## src/rtl/rpn_pkg.sv

```systemverilog
`default_nettype none
// ============================================================================
// Module      : rpn_pkg
// Description : Shared encodings for the RPN expression evaluator: token
//               kinds, operator selects, status codes and FSM states.
// Revision    : 1.0 - initial release
// ============================================================================
package rpn_pkg;

    // Token kinds carried on tok_kind
    localparam logic [1:0] KIND_OPERAND  = 2'b00;
    localparam logic [1:0] KIND_OPERATOR = 2'b01;
    localparam logic [1:0] KIND_END      = 2'b10;
    localparam logic [1:0] KIND_RSVD     = 2'b11;  // behaves as END

    // Operator selects carried on tok_data[1:0]
    localparam logic [1:0] OP_ADD = 2'b00;
    localparam logic [1:0] OP_SUB = 2'b01;
    localparam logic [1:0] OP_MUL = 2'b10;
    localparam logic [1:0] OP_XOR = 2'b11;

    // Completion status codes
    localparam logic [1:0] ERR_OK        = 2'b00;
    localparam logic [1:0] ERR_UNDERFLOW = 2'b01;
    localparam logic [1:0] ERR_OVERFLOW  = 2'b10;
    localparam logic [1:0] ERR_MALFORMED = 2'b11;

    // Evaluator control states
    typedef enum logic [2:0] {
        IDLE   = 3'd0,
        POP_B  = 3'd1,
        POP_A  = 3'd2,
        CALC   = 3'd3,
        PUSH   = 3'd4,
        FINAL  = 3'd5,
        DRAIN  = 3'd6,
        REPORT = 3'd7
    } state_t;

endpackage
`default_nettype wire

```

## src/rtl/rpn_eval_operand_stack.sv

```systemverilog
`default_nettype none
// ============================================================================
// Module      : operand_stack
// Description : LIFO operand store with registered read port. A pop makes
//               the top entry visible on data_out in the following cycle.
//               clr beats push and pop; push when full and pop when empty
//               are ignored.
// Revision    : 1.0 - initial release
// ============================================================================
module operand_stack #(
    parameter int DEPTH = 8,
    parameter int WIDTH = 4
) (
    input  logic                     clk,
    input  logic                     rst,
    input  logic                     push,
    input  logic                     pop,
    input  logic                     clr,
    input  logic [WIDTH-1:0]         data_in,
    output logic [WIDTH-1:0]         data_out,
    output logic                     full,
    output logic                     empty,
    output logic [$clog2(DEPTH):0]   count
);

    localparam int AW = (DEPTH > 1) ? $clog2(DEPTH) : 1;
    localparam int CW = $clog2(DEPTH) + 1;

    logic [WIDTH-1:0] r_mem [DEPTH];
    logic [CW-1:0]    r_count;
    logic [WIDTH-1:0] r_data_out;

    logic [AW-1:0]    w_wr_idx;
    logic [AW-1:0]    w_rd_idx;
    logic             w_do_push;
    logic             w_do_pop;

    assign full      = (r_count == CW'(DEPTH));
    assign empty     = (r_count == '0);
    assign count     = r_count;
    assign data_out  = r_data_out;

    // Next free slot sits at count, current top at count-1
    assign w_wr_idx  = r_count[AW-1:0];
    assign w_rd_idx  = AW'(r_count - CW'(1));
    assign w_do_push = push && !full;
    assign w_do_pop  = pop && !empty && !w_do_push;

    // Storage, depth counter and registered read-out
    always_ff @(posedge clk or posedge rst) begin
        if (rst) begin
            for (int i = 0; i < DEPTH; i++) begin
                r_mem[i] <= '0;
            end
            r_count    <= '0;
            r_data_out <= '0;
        end else if (clr) begin
            for (int i = 0; i < DEPTH; i++) begin
                r_mem[i] <= '0;
            end
            r_count    <= '0;
            r_data_out <= '0;
        end else if (w_do_push) begin
            r_mem[w_wr_idx] <= data_in;
            r_count         <= r_count + CW'(1);
        end else if (w_do_pop) begin
            r_data_out <= r_mem[w_rd_idx];
            r_count    <= r_count - CW'(1);
        end
    end

endmodule
`default_nettype wire

```

## src/rtl/rpn_eval.sv

```systemverilog
`default_nettype none
// ============================================================================
// Module      : rpn_eval
// Description : Reverse-Polish expression evaluator. Consumes a token
//               stream of operands, operators and an end marker, and
//               reports the final value with a status code on a one-cycle
//               done pulse. After any error the rest of the expression is
//               drained up to its end marker.
// Revision    : 1.0 - initial release
// ============================================================================
module rpn_eval
    import rpn_pkg::*;
#(
    parameter int DEPTH = 8,
    parameter int WIDTH = 4
) (
    input  logic             clk,
    input  logic             rst,
    input  logic             tok_valid,
    input  logic [1:0]       tok_kind,
    input  logic [WIDTH-1:0] tok_data,
    output logic             tok_ready,
    output logic [WIDTH-1:0] result,
    output logic             done,
    output logic [1:0]       err_code
);

    localparam int CW = $clog2(DEPTH) + 1;

    state_t           r_state;
    logic [WIDTH-1:0] r_a;
    logic [WIDTH-1:0] r_b;
    logic [WIDTH-1:0] r_r;
    logic [1:0]       r_op;
    logic [1:0]       r_err;        // error latched while draining
    logic [WIDTH-1:0] r_result;
    logic [1:0]       r_err_code;
    logic             r_done;

    logic             w_accept;
    logic             w_is_end;
    logic             w_push;
    logic             w_pop;
    logic             w_clr;
    logic [WIDTH-1:0] w_stk_in;
    logic [WIDTH-1:0] w_stk_out;
    logic             w_full;
    logic             w_empty;
    logic [CW-1:0]    w_count;

    // Wrapping arithmetic: every result is truncated to WIDTH bits
    function automatic logic [WIDTH-1:0] f_calc(
        input logic [1:0]       op,
        input logic [WIDTH-1:0] a,
        input logic [WIDTH-1:0] b
    );
        logic [WIDTH-1:0] v;
        case (op)
            OP_ADD:  v = a + b;
            OP_SUB:  v = a - b;
            OP_MUL:  v = a * b;
            default: v = a ^ b;
        endcase
        return v;
    endfunction

    assign tok_ready = (r_state == IDLE) || (r_state == DRAIN);
    assign w_accept  = tok_valid && tok_ready;
    assign w_is_end  = tok_kind[1];   // 10 and reserved 11 both terminate
    assign w_stk_in  = (r_state == PUSH) ? r_r : tok_data;
    assign w_clr     = (r_state == REPORT);

    assign result    = r_result;
    assign err_code  = r_err_code;
    assign done      = r_done;

    // Stack strobes decoded from the current state and accepted token
    always_comb begin
        w_push = 1'b0;
        w_pop  = 1'b0;
        case (r_state)
            IDLE: begin
                if (w_accept) begin
                    case (tok_kind)
                        KIND_OPERAND:  w_push = !w_full;
                        KIND_OPERATOR: w_pop  = (w_count >= CW'(2));
                        default:       w_pop  = (w_count == CW'(1));
                    endcase
                end
            end
            POP_B:   w_pop  = 1'b1;
            PUSH:    w_push = 1'b1;
            default: ;
        endcase
    end

    operand_stack #(
        .DEPTH (DEPTH),
        .WIDTH (WIDTH)
    ) u_stack (
        .clk      (clk),
        .rst      (rst),
        .push     (w_push),
        .pop      (w_pop),
        .clr      (w_clr),
        .data_in  (w_stk_in),
        .data_out (w_stk_out),
        .full     (w_full),
        .empty    (w_empty),
        .count    (w_count)
    );

    // Evaluator FSM with registered result/status/done
    always_ff @(posedge clk or posedge rst) begin
        if (rst) begin
            r_state    <= IDLE;
            r_a        <= '0;
            r_b        <= '0;
            r_r        <= '0;
            r_op       <= '0;
            r_err      <= ERR_OK;
            r_result   <= '0;
            r_err_code <= ERR_OK;
            r_done     <= 1'b0;
        end else begin
            r_done <= 1'b0;
            case (r_state)
                IDLE: begin
                    if (w_accept) begin
                        case (tok_kind)
                            KIND_OPERAND: begin
                                if (w_full) begin
                                    r_err   <= ERR_OVERFLOW;
                                    r_state <= DRAIN;
                                end
                            end
                            KIND_OPERATOR: begin
                                if (w_count < CW'(2)) begin
                                    r_err   <= ERR_UNDERFLOW;
                                    r_state <= DRAIN;
                                end else begin
                                    r_op    <= tok_data[1:0];
                                    r_state <= POP_B;
                                end
                            end
                            default: begin
                                if (w_count == CW'(1)) begin
                                    r_state <= FINAL;
                                end else begin
                                    r_result   <= '0;
                                    r_err_code <= ERR_MALFORMED;
                                    r_done     <= 1'b1;
                                    r_state    <= REPORT;
                                end
                            end
                        endcase
                    end
                end
                POP_B: begin
                    r_b     <= w_stk_out;
                    r_state <= POP_A;
                end
                POP_A: begin
                    r_a     <= w_stk_out;
                    r_state <= CALC;
                end
                CALC: begin
                    r_r     <= f_calc(r_op, r_a, r_b);
                    r_state <= PUSH;
                end
                PUSH: begin
                    r_state <= IDLE;
                end
                FINAL: begin
                    r_result   <= w_stk_out;
                    r_err_code <= ERR_OK;
                    r_done     <= 1'b1;
                    r_state    <= REPORT;
                end
                DRAIN: begin
                    if (w_accept && w_is_end) begin
                        r_result   <= '0;
                        r_err_code <= r_err;
                        r_done     <= 1'b1;
                        r_state    <= REPORT;
                    end
                end
                REPORT: begin
                    r_err   <= ERR_OK;
                    r_state <= IDLE;
                end
                default: r_state <= IDLE;
            endcase
        end
    end

endmodule
`default_nettype wire
```

## config.mk

```make
export PLATFORM = sky130hd
export DESIGN_NAME = rpn_eval
export DESIGN_NICKNAME = d
export VERILOG_FILES = /design/src/rtl/rpn_pkg.sv /design/src/rtl/rpn_eval_operand_stack.sv /design/src/rtl/rpn_eval.sv
export SDC_FILE = /design/constraint.sdc
export NUM_CORES = 1
export LEC_CHECK = 0
export CORE_MARGIN = 8
export CORE_UTILIZATION = 40
export DETAILED_ROUTE_END_ITERATION = 10
export MAX_ROUTING_LAYER = met4
export SYNTH_ARGS = -nofsm -noshare
export SYNTH_HDL_FRONTEND = slang
export SYNTH_SLANG_ARGS = --single-unit
```

## constraint.sdc

```tcl
create_clock -name clk -period 4.1 [get_ports clk]
set_clock_uncertainty 0.1 [all_clocks]
set_input_delay 0.82 -clock clk [delete_from_list [all_inputs] [get_ports clk]]
set_output_delay 0.82 -clock clk [all_outputs]
set_load 0.01 [all_outputs]
```

# Word-level counts from Yosys, hierarchy flattened
# Cells that the tools add are included.
# classes
mux,49
n_addsub,4
bitwise_logic,4
magnitude_cmp,5
n_reduce_logical,26
n_eq_ne,20
n_mul,1
# op_table
operator,count
two-way mux 32 bit,2
two-way mux 4 bit,14
bitwise mux 32 bit,1
case mux 4 bit (3 select lines),2
case mux 3 bit (7 select lines),1
two-way mux 2 bit,8
binary-select mux 4 bit (select 3 bit),1
demux 4 bit (select 3 bit),1
"equality test 3 bit, second input constant",4
two-way mux 3 bit,4
AND reduction 5 bit,2
"greater-or-equal comparator 4 bit, second input constant",2
NOT 3 -> 4 bit,2
case mux 2 bit (2 select lines),2
two-way mux 1 bit,7
"equality test 3 x 2 -> 1 bit, second input constant",2
logical AND 1 bit,6
"!= test 2 bit, second input constant",3
case mux 1 bit (2 select lines),3
case mux 2 bit (3 select lines),1
case mux 3 bit (2 select lines),1
nonzero test 2 bit,3
nonzero test 3 bit,2
"adder 4 x 1 -> 4 bit, second input constant",1
other kinds (28),34
# totals
elab_cells,128
ff_bits,66

# Logic depth before layout (Yosys ltp)
# logic_depth
depth_word,11
mapped_depth,10
mapped_depth_nobuf,10

# Cells and area by module
# From an unflattened synthesis, not the netlist that was laid out.
# hier_totals
cells_unflattened,365
hier_area_um2,3875.0
# by_module_without_submodules
mod,area_each_um2,n_inst,seq_area_each_um2,cells_per_inst
operand_stack,2139.6,1,1001.0,189
rpn_eval,1735.4,1,650.6,176

# Worst setup path after synthesis
# OpenSTA, ideal clock, no wires.
# synth_timing
path_type,reg2reg
start,"register u_stack.r_count[0], in the netlist u_stack.count[0]"
end,register u_stack.r_mem[23] (netlist bit)
stages_incl_launch_ff,8
setup_slack_ps,1312
arrival_ps,2556
synth_period_minus_slack_ps,2788
required_time_ps,3868
path_buffers,0
setup_ps,132
path_cell_list,dfrtp_1 clkinv_1 ha_1 and3b_1 or4_4 a2111oi_4 mux2i_1 nor2_1
# synth_between
elab_chain_cells,8
# synth_lines
element,line,rtl
"start, declared",rpn_eval_operand_stack.sv:30,logic [CW-1:0] r_count;
"start signal, assigned",rpn_eval_operand_stack.sv:65,r_count <= r_count + CW'(1);
"start signal, assigned",rpn_eval_operand_stack.sv:68,r_count <= r_count - CW'(1);
NOT 3 -> 4 bit (not written as such),rpn_eval_operand_stack.sv:64,r_mem[w_wr_idx] <= data_in;
greater-or-equal comparator 4 bit (not written as such) or less-than comparator 4 x 1 -> 1 bit (tied branches),rpn_eval_operand_stack.sv:64,
logical AND 1 bit (not written as such),rpn_eval_operand_stack.sv:64,
two-way mux 4 bit (not written as such),rpn_eval_operand_stack.sv:64,
demux 4 bit (select 3 bit),rpn_eval_operand_stack.sv:64,
bitwise mux 32 bit,rpn_eval_operand_stack.sv:64,
two-way mux 32 bit,rpn_eval_operand_stack.sv:63,end else if (w_do_push) begin
two-way mux 32 bit,rpn_eval_operand_stack.sv:57,end else if (clr) begin
"end signal, assigned by index",rpn_eval_operand_stack.sv:64,
"end, declared",rpn_eval_operand_stack.sv:29,logic [WIDTH-1:0] r_mem [DEPTH];
# Several ways; a longest one is shown, not always the timed one. The select of a mux whose other input is x is not followed.
# A chain may end at the register's enable or synchronous reset.

# Worst setup path after layout
# layout_timing
start,"register u_stack.r_count[1], in the netlist u_stack.count[1]"
end,register u_stack.r_mem[20] (netlist bit)
# The elaborated chain is that of the path after synthesis.

==> flow_metrics.py <==
metrics = {
    "status": {
        "status": "finished clean",
    },
    "clock_network": {
        "cts_tree": "yes",
        "clk_latency_ns": 0.34,
        "clk_path_buf_depth": 2,
        "numCtsBuffers": 9,
        "cts_hold_buf": 0,
        "cts_root_buf": "clkbuf_8",
        "postCtsSetupRepairBufs": 0,
        "cts.clk_slew.worst_paths_ns": 0.07,
        "h-tree-depth": 3,
        "cts.sinks": 66,
        "cts_resized": 0,
    },
    "synth": {
        "ys_seq_area_share_pct": 42.5,
        "synth_seq_cells": 66,
        "ys.flop_type": "dfrtp_1",
        "async_flop_share_pct": 100,
        "synth_edf_count": 0,
        "syn_inst": 368,
        "yosys_warnings": 0,
        "synth_area_per_cell_sq_um": 10.6,
        "synth.net_count": 392,
        "syn-cell-area_sq_um": 3880,
        "synth.distinct_cells": 55,
    },
    "place": {
        "post-place-ws_ns": 0.698,
        "port_buffers": 16,
        "place_congestion": 0.820,
        "dpl.cell_count": 500,
        "hpwlAfterDp_mm": 6.06,
    },
    "global_routing": {
        "grt_overflow_total": 0,
        "grt_usage_pct": 14.2,
        "antenna_found_initial": 0,
        "grt_pass1_vias": 2812,
        "grt_pass1_wl_mm": 14.2,
        "grt_max_degree": 27,
    },
    "timing": {
        "finalWorstSetupSlack_ns": 0.934,
        "tightest_slew_ns": 0.837,
        "fin_setup_tns_ns": 0,
        "min_period_over_period_pct": 77.2,
        "setup_viol": 0,
        "finalHoldViolations": 0,
        "drv_slew": 0,
        "grt_setup_unrepaired": "false",
        "fin_crit_ns": 3.17,
        "relSlewSlack_pct": 44.1,
        "fmax_mhz": 316,
    },
    "routing": {
        "drc": 0,
        "num_vias": 2729,
        "dr.first_iter.drc_count": 95,
        "wl_mm": 8.35,
        "drt_pre_antenna_iters": 4,
        "wl_per_cell_um": 16.2,
        "vias_per_cell": 5.29,
        "antenna_left": 0,
    },
    "setup_path": {
        "r2r_slack_ns": 0.93,
        "slowest_delay_ns": 0.61,
        "r2r-start": "u_stack.count[1]",
        "critPathArrivalTime_ns": 3.26,
        "crit_chain": "inv_1 -> ha_1 -> and3b_1 -> or4_4 -> a2111oi_4 -> mux2i_1 -> nor2_1",
        "crit_slowest_cell": "dfrtp_1",
        "worst_setup_path_start_kind": "flop",
        "crit_type": "flop to flop",
        "r2r_end": "u_stack.r_mem[20]",
        "cp_num_buf_inv": 1,
        "critPathLaunch": "u_stack.count[1]",
        "path_delay_family": "simple AND/OR/NAND/NOR gates",
        "reg2regPathDepth": 7,
        "worstSetupEndpointType": "flop",
        "cp_data_required_time_ns": 4.20,
        "crit_fanout": 10,
    },
    "final_layout": {
        "drive_above_1_share_pct": 12.3,
        "synthToLayoutAreaGrowth_pct": 11.1,
        "num_antenna_cells": 0,
        "regArea_sq_um": 1650,
        "fin_nets": 402,
        "stdcell_count": 516,
        "multiInputGateArea_sq_um": 2090,
        "nFillCells": 932,
    },
    "power_and_ir_drop": {
        "total_power_uw": 3160,
        "switching_share_pct": 42.0,
        "pwr-share-comb_pct": 47.5,
        "clkPwrFrac_pct": 14.9,
        "power.density_nw_per_um2": 733,
        "switchingPower_uw": 1330,
        "ir_worst_vdd_mv": 0.194,
        "p_leak_uw": 0.00194,
        "pwr-share-seq_pct": 37.6,
        "p_int_uw": 1840,
    },
    "die": {
        "rows": 36,
        "start_util_pct": 40.5,
        "ios": 17,
        "dieArea_sq_um": 13100,
        "die_y_um": 115,
        "die_w_um": 115,
        "fp.coreArea_sq_um": 9590,
    },
    "worst_hold_path": {
        "holdPathStages": 1,
        "worstHoldPathType": "flop to flop",
        "min_from": "r_r[0]",
        "hold_end": "r_r[0]",
    },
    "run": {
        "cap_violations": 0,
    },
}
==> metal layers <==
layer / routed length [um] / global-route usage [%] / vias up
li1: - / - / 1340
met1: 3760 / 16.8 / 1341
met2: 4160 / 23.1 / 37
met3: 264 / 3.38 / 11
met4: 165 / 5.59 / 0
met5: 0 / - / -
==> power groups by stage <==
stage / sequential (uW) / combinational (uW) / clock (uW)
floorplan: 1050 / 1250 / 0
global placement: 1190 / 1480 / 0
detailed placement: 1200 / 1520 / 0
CTS: 1190 / 1520 / 493
global route: 1230 / 1690 / 514
finish: 1190 / 1500 / 472
==> layout make-up <==
type	instances	share of cell area (%)
multi-input cells	268	48.5
inverters	12	1.04
flip-flops and latches	66	38.3
clock inverters	3	0.348
well taps	133	3.86
clock buffers	13	3.45
repair buffers	21	4.58
==> metrics by stage <==
stage / utilization [%] / instance area (sq um) / hold WS, ns
final: 45.0 / 4320 / 0.408
after global routing: 45.0 / 4320 / 0.436
after CTS: 45.0 / 4320 / 0.410
after detailed placement: 43.3 / 4150 / 0.396
after global placement: 43.3 / 4150 / 0.385
after floorplan: - / 3880 / 0.375
==> cells in the final DEF, fill, tap and decap left out, types with 5 or more instances in the layout <==
cell type / count
a21oi_1: 11
a31oi_1: 5
and2_1: 5
buf_4: 5
clkbuf_8: 10
clkdlybuf4s50_1: 16
dfrtp_1: 66
ha_1: 14
inv_1: 10
mux2_2: 12
mux2i_1: 38
mux4_2: 8
nand2_1: 27
nor2_1: 56
nor2b_1: 6
nor4_1: 5
o21ai_0: 11
xnor2_1: 5
xor2_1: 5
==> kinds of logic (layout without fill, tap and decap cells) <==
group,Yosys count,count (layout),synth area share (%)
adders and majority gates,15,15,5.03
muxes,58,58,17.9
xor gates and xnor gates,11,11,2.83
and+or+nand+nor,126,126,15.6
DFF,66,66,42.5
AOI/OAI and AO/OA,58,58,12.5
buffers and inverters,34,49,3.61
==> flip-flops by register name, indices dropped and copies added (netlist names) <==
register          count
u_stack.r_mem        32
r_a                   4
r_b                   4
r_r                   4
result                4
u_stack.count         4
u_stack.data_out      4
r_state               3
err_code              2
r_err                 2
r_op                  2
done                  1
==> worst max path at each step <==
stage / slack, ns / endpoint / cells after the start
3_5_place_dp: 0.70 / u_stack.r_mem[20] / 6
2_1_floorplan: 1.31 / u_stack.r_mem[23] / 7
6_report: 0.93 / u_stack.r_mem[20] / 7
4_1_cts: 0.91 / u_stack.r_mem[20] / 7
3_3_place_gp: 0.71 / u_stack.r_mem[20] / 6
5_1_grt: 0.72 / u_stack.r_mem[22] / 7
==> synthesized netlist by cell type, types with 3 or more instances <==
library cell	count	area (sq um)
nand2b_1	3	18.8
mux2i_1	38	380
clkbuf_1	14	52.6
a2111oi_4	4	110
mux2_2	12	135
nand2_1	27	101
a21oi_1	11	55.1
a22o_1	4	35.0
xor2_1	5	43.8
ha_1	14	175
xnor2_1	5	43.8
nor3_1	3	15.0
o2111ai_1	4	35.0
nor2b_1	6	37.5
a211oi_1	4	30.0
nor4_1	5	31.3
or3_1	3	18.8
nor2_1	56	210
mux4_2	8	180
buf_2	4	20.0
and3_1	3	18.8
dfrtp_1	66	1650
and2_1	5	31.3
o21ai_0	11	55.1
nor3b_1	3	22.5
inv_1	11	41.3
a31oi_1	5	31.3
No activity file was read; power rests on OpenSTA's default activity.
